[config.mk]
export PLATFORM = sky130hd
export DESIGN_NAME = frame_capture
export DESIGN_NICKNAME = d
export VERILOG_FILES = /design/src/rtl/frame_capture.sv
export SDC_FILE = /design/constraint.sdc
export NUM_CORES = 1
export LEC_CHECK = 0
export CAP_MARGIN = 10
export CORE_MARGIN = 2
export CORE_UTILIZATION = 60
export CTS_BUF_LIST = sky130_fd_sc_hd__clkbuf_8
export CTS_CLUSTER_DIAMETER = 200
export DETAILED_ROUTE_END_ITERATION = 8
export PLACE_DENSITY = 0.86
export RECOVER_POWER = 100
export SYNTH_ARGS = -nofsm -noshare
export SYNTH_HDL_FRONTEND = slang
export SYNTH_SLANG_ARGS = --single-unit
export TNS_END_PERCENT = 1
[constraint.sdc]
create_clock -name vclk -period 3.14 [get_ports vclk]
set_input_delay 0.628 -clock vclk [delete_from_list [all_inputs] [get_ports vclk]]
set_output_delay 0.628 -clock vclk [all_outputs]
set_load 0.05 [all_outputs]
[src/rtl/frame_capture.sv]
// frame_capture: decimates a raw luma stream by DEC, crops a centred OUT_W x OUT_H window
// and writes 3-bit pixels to a frame buffer in raster order.
module frame_capture #(
  parameter int SRC_W = 640,
  parameter int SRC_H = 480,
  parameter int DEC   = 4,
  parameter int XOFF  = 30,
  parameter int YOFF  = 10,
  parameter int OUT_W = 100,
  parameter int OUT_H = 100
) (
  input  logic        vclk,
  input  logic        rst_n,
  input  logic        fs,
  input  logic        hvalid,
  input  logic        pvalid,
  input  logic [7:0]  pdata,
  input  logic        freeze,
  output logic        wrclk,
  output logic [15:0] wraddr,
  output logic [2:0]  wrdata,
  output logic        wren,
  output logic        frame_done,
  output logic        err
);
  typedef enum logic [1:0] {IDLE, CAPTURE, HOLD} state_t;
  localparam logic [9:0]  X_END  = 10'(SRC_W);
  localparam logic [8:0]  Y_END  = 9'(SRC_H);
  localparam logic [9:0]  X_DEC  = 10'(DEC);
  localparam logic [8:0]  Y_DEC  = 9'(DEC);
  localparam logic [9:0]  X_LO   = 10'(XOFF);
  localparam logic [9:0]  X_HI   = 10'(XOFF + OUT_W);
  localparam logic [8:0]  Y_LO   = 9'(YOFF);
  localparam logic [8:0]  Y_HI   = 9'(YOFF + OUT_H);
  localparam logic [15:0] A_LAST = 16'(OUT_W * OUT_H - 1);
  state_t      r_state;
  logic [9:0]  r_src_x;
  logic [8:0]  r_src_y;
  logic [15:0] r_addr;
  logic        r_hv;
  logic        r_last;
  logic        w_acc;
  logic        w_fall;
  logic        w_keep;
  logic [9:0]  w_dx;
  logic [8:0]  w_dy;
  assign wrclk  = vclk;
  assign w_acc  = hvalid && pvalid;
  assign w_fall = r_hv && !hvalid;
  assign w_dx   = r_src_x / X_DEC;
  assign w_dy   = r_src_y / Y_DEC;
  assign w_keep = (r_state == CAPTURE) && w_acc &&
                  (r_src_x % X_DEC == 0) && (r_src_y % Y_DEC == 0) &&
                  (w_dx >= X_LO) && (w_dx < X_HI) && (w_dy >= Y_LO) && (w_dy < Y_HI);
  always_ff @(posedge vclk or negedge rst_n) begin
    if (!rst_n) begin
      r_state    <= IDLE;
      r_src_x    <= '0;
      r_src_y    <= '0;
      r_addr     <= '0;
      r_hv       <= 1'b0;
      r_last     <= 1'b0;
      wraddr     <= '0;
      wrdata     <= '0;
      wren       <= 1'b0;
      frame_done <= 1'b0;
      err        <= 1'b0;
    end else begin
      wren       <= 1'b0;
      r_last     <= 1'b0;
      frame_done <= r_last;
      r_hv       <= hvalid;
      if (fs) begin
        r_src_x <= '0;
        r_src_y <= '0;
        r_addr  <= '0;
        r_state <= freeze ? IDLE : CAPTURE;
        if (r_state == CAPTURE) err <= 1'b1;
      end else begin
        if (w_fall) begin
          if (r_src_x != X_END) err <= 1'b1;
          r_src_x <= '0;
          if (r_src_y != Y_END) r_src_y <= r_src_y + 9'd1;
        end else if (w_acc && r_src_x != '1) begin
          r_src_x <= r_src_x + 10'd1;
        end
        // frame_done trails the final write by one cycle via r_last
        if (w_keep) begin
          wren   <= 1'b1;
          wraddr <= r_addr;
          wrdata <= pdata[7:5];
          r_addr <= r_addr + 16'd1;
          if (r_addr == A_LAST) begin
            r_last  <= 1'b1;
            r_state <= HOLD;
          end
        end
      end
    end
  end
endmodule

==> impl_metrics.csv <==
group,metric,value,unit
status,status,"finished with violations",
status,violations,"max-capacitance violations, max-slew violations",
setup_path,crit_fanout,2,
setup_path,critPathBufInv,3,
setup_path,reg2reg_from,"r_src_x[3]",
cts,post_cts_buffers,0,
global_route,grt_pass1_vias,2257,
setup_path,cpLargestDelayFamily,"buffers and inverters",
drt,drtAntennaViolNets,0,
drt,drtPass1Iterations,4,
timing,worst_slew_pin_slew,1.631,ns
setup_path,path_class,"clock port to output pin",
setup_path,start_kind,"clock port",
cts,clkTransAtPathRegs,0.07,ns
global_route,grt_usage,26.01,%
logic_synthesis,synth_area,2898,µm²
global_route,grt_max_degree,32,
min_path,hp-class,"flip-flop to flip-flop",
setup_path,timing.rr.end,"wraddr[5]",
logic_synthesis,synth_top_area_cell,"dfrtp_1",
min_path,whs_endpoint,"frame_done",
logic_synthesis,synthXorXnorAreaFrac,3.929,%
logic_synthesis,ys_types,43,
logic_synthesis,synth.area.top_cells,"dfrtp_1 53%, mux2_2 7.4%, or3_1 3.0%",
placed_design,place_hpwl,3.965,mm
floorplanning,die_w,73.50,µm
cells_and_area,nNetsFinal,331,
setup_path,end_kind,"output pin",
cts,cts_tree,"built",
setup_path,slowest_stage,"clkdlybuf4s50_1",
power,power.density,516.8,nW/µm²
placed_design,globalplace.congestion,0.8198,
min_path,hold_depth,0,
drt,routed_via_density,6.089,
cells_and_area,antenna_cells,0,
cts,post_cts_resized,0,
timing,slew_headroom,-8.717,%
cts,clk_latency,0.44,ns
timing,final_hold_viol_count,0,
setup_path,regToRegSetupSlack,0.30,ns
drt,wirelength,6.188,mm
logic_synthesis,ys_ff_latch,61,
power,p_leak,1.601,nW
setup_path,required,2.51,ns
logic_synthesis,synth-simple-area-share,19.43,%
logic_synthesis,synth_nets,291,
cells_and_area,fin_area,3506,µm²
cells_and_area,layout_commonest_cell,"dfrtp_1",
floorplanning,pin_count,37,
placed_design,io_buffers,31,
timing,rsz0062_at_grt,"false",
floorplanning,core,4692,µm²
logic_synthesis,muxShareOfSynthArea,8.074,%
setup_path,worstRegToRegCells,6,
setup_path,path_cells,"clkbuf_8 > clkbuf_4 > clkdlybuf4s50_1",
floorplanning,rows,25,
cells_and_area,area_growth,20.98,%
logic_synthesis,synth_compound_area_share,10.54,%
drt,drc_errors,0,
min_path,hp-start,"r_last",
logic_synthesis,ys_warn_count,0,
cts,cts_hold_buf,0,
global_route,antenna_found_initial,0,
logic_synthesis,synth_fa_ha_area_share,2.159,%
placed_design,placed_area,3268,µm²
power,ir_drop,0.6320,mV
setup_path,critPathMaxStageDelay,0.69,ns
timing,slew_viol_final,32,
floorplanning,initial_core_util,61.76,%
floorplanning,die_area,5402,µm²
global_route,grt_overflow_total,0,
timing,setup_viol,0,
logic_synthesis,synth_top_family_by_area,"simple AND/OR/NAND/NOR gates",
logic_synthesis,synthCells,272,
cells_and_area,final_cell_mix,"61 x dfrtp_1, 23 x dlygate4sd3_1, 19 x nor2_1, 18 x mux2_2, 16 x a21oi_1",
flow_run,maxCapViolations,1,
timing,setup-tns-final,0,ns
global_route,grt_pass1_wl,10.50,mm
timing,clock_skew,0.009920,ns
setup_path,cp.arrival,2.49,ns
logic_synthesis,synth_top_area_share,52.68,%
drt,wl_per_cell,16.68,µm
logic_synthesis,ys_seq_area_share,52.68,%
drt,via_count,2259,
logic_synthesis,avgSynthCellArea,10.65,µm²
floorplanning,die_h,73.50,µm
cells_and_area,drive_above_1_share,13.25,%
drt,drtIter0Drc,149,
[worst reg2reg max path, delay by kind of cell, from the launching register on]
| kind | cells | cell delay, ns |
|---|---|---|
| buffers and inverters | 1 | 0.27 |
| multiplexers | 1 | 0.36 |
| AO/OA/AOI/OAI | 1 | 0.20 |
| flip-flops | 1 | 0.44 |
| AND/OR/NAND/NOR | 3 | 1.46 |
[cell usage after synthesis (all sizes together)]
cell type,count
a2111o,1
a211oi,1
a21o,1
a21oi,16
and2,2
and3,5
and4,1
buf,7
clkbuf,5
dfrtp,61
ha,5
inv,10
mux2,19
mux2i,2
nand2,13
nand2b,2
nand3,15
nand3b,1
nand4,12
nor2,19
nor2b,1
nor3,3
nor4,2
nor4b,1
o2111a,1
o211ai,1
o21a,2
o21ai,13
o22ai,1
o311ai,2
o31a,1
o31ai,6
o41ai,2
or2,2
or3,14
or4,9
xnor2,4
xor2,9
[stage by stage]
stage	worst slack, ns	instances	power, mW	hold WS (ns)	util (%)
2_1_floorplan	0.7749	272	0.9159	0.3312	-
3_3_place_gp	0.2699	352	0.9574	0.3556	69.65
3_5_place_dp	0.2699	352	0.9599	0.3610	69.65
4_1_cts	0.02678	371	1.851	0.2203	75.33
5_1_grt	0.01331	371	1.883	0.3952	74.72
6_report	0.02593	371	1.812	0.3802	74.72
[state kept, by name, summed over array words and instances (netlist names), 2 cells and up]
signal   count
r_addr      16
r_src_x     10
r_src_y      9
r_state      2
wraddr      16
wrdata       3
[how the worst max path moves through the flow]
stage	startpoint	end	cells past startpoint
after detailed placement	vclk	wrclk	1
after global placement	vclk	wrclk	1
final	vclk	wrclk	3
after global routing	r_src_x[3]	r_addr[14]	6
after CTS	vclk	wrclk	3
after floorplan	vclk	wrclk	1
[kinds of logic (layout without fill, tap and decap cells)]
kind of cell,count (synthesis),count (layout)
XOR/XNOR,13,13
multiplexers,21,21
AO/OA/AOI/OAI,48,48
flip-flops,61,61
buffers and inverters,22,67
AND/OR/NAND/NOR,102,102
adder cells (fa/ha/maj),5,5
[power breakdown]
| group | leakage, nW | total, mW | internal (mW) | switching (mW) |
|---|---|---|---|---|
| registers | 0.841 | 0.801 | 0.793 | 0.00772 |
| clock network | 0.143 | 0.943 | 0.574 | 0.369 |
| logic | 0.617 | 0.0676 | 0.0226 | 0.0450 |
| total | 1.60 | 1.81 | 1.39 | 0.422 |
[routing by layer]
metal / vias to the layer above / wire length [µm] / GRT usage, % / part of all wire [%]
li1: 1076 / - / - / -
met1: 1112 / 2699 / 33.00 / 44
met2: 61 / 3123 / 40.67 / 50
met3: 10 / 273 / 8.368 / 4.4
met4: 0 / 91 / 11.92 / 1.5
met5: - / 0 / 0 / 0
[layout make-up]
cell class,count,area [µm²]
clock buffer,15,196.4
clock inverter,5,73.82
fill,331,1186
inverter,10,37.54
multi-input combinational,189,1269
sequential,61,1526
tap,54,67.56
timing repair buffer,37,335.3
Note: power is estimated with default switching activity, not from simulation.
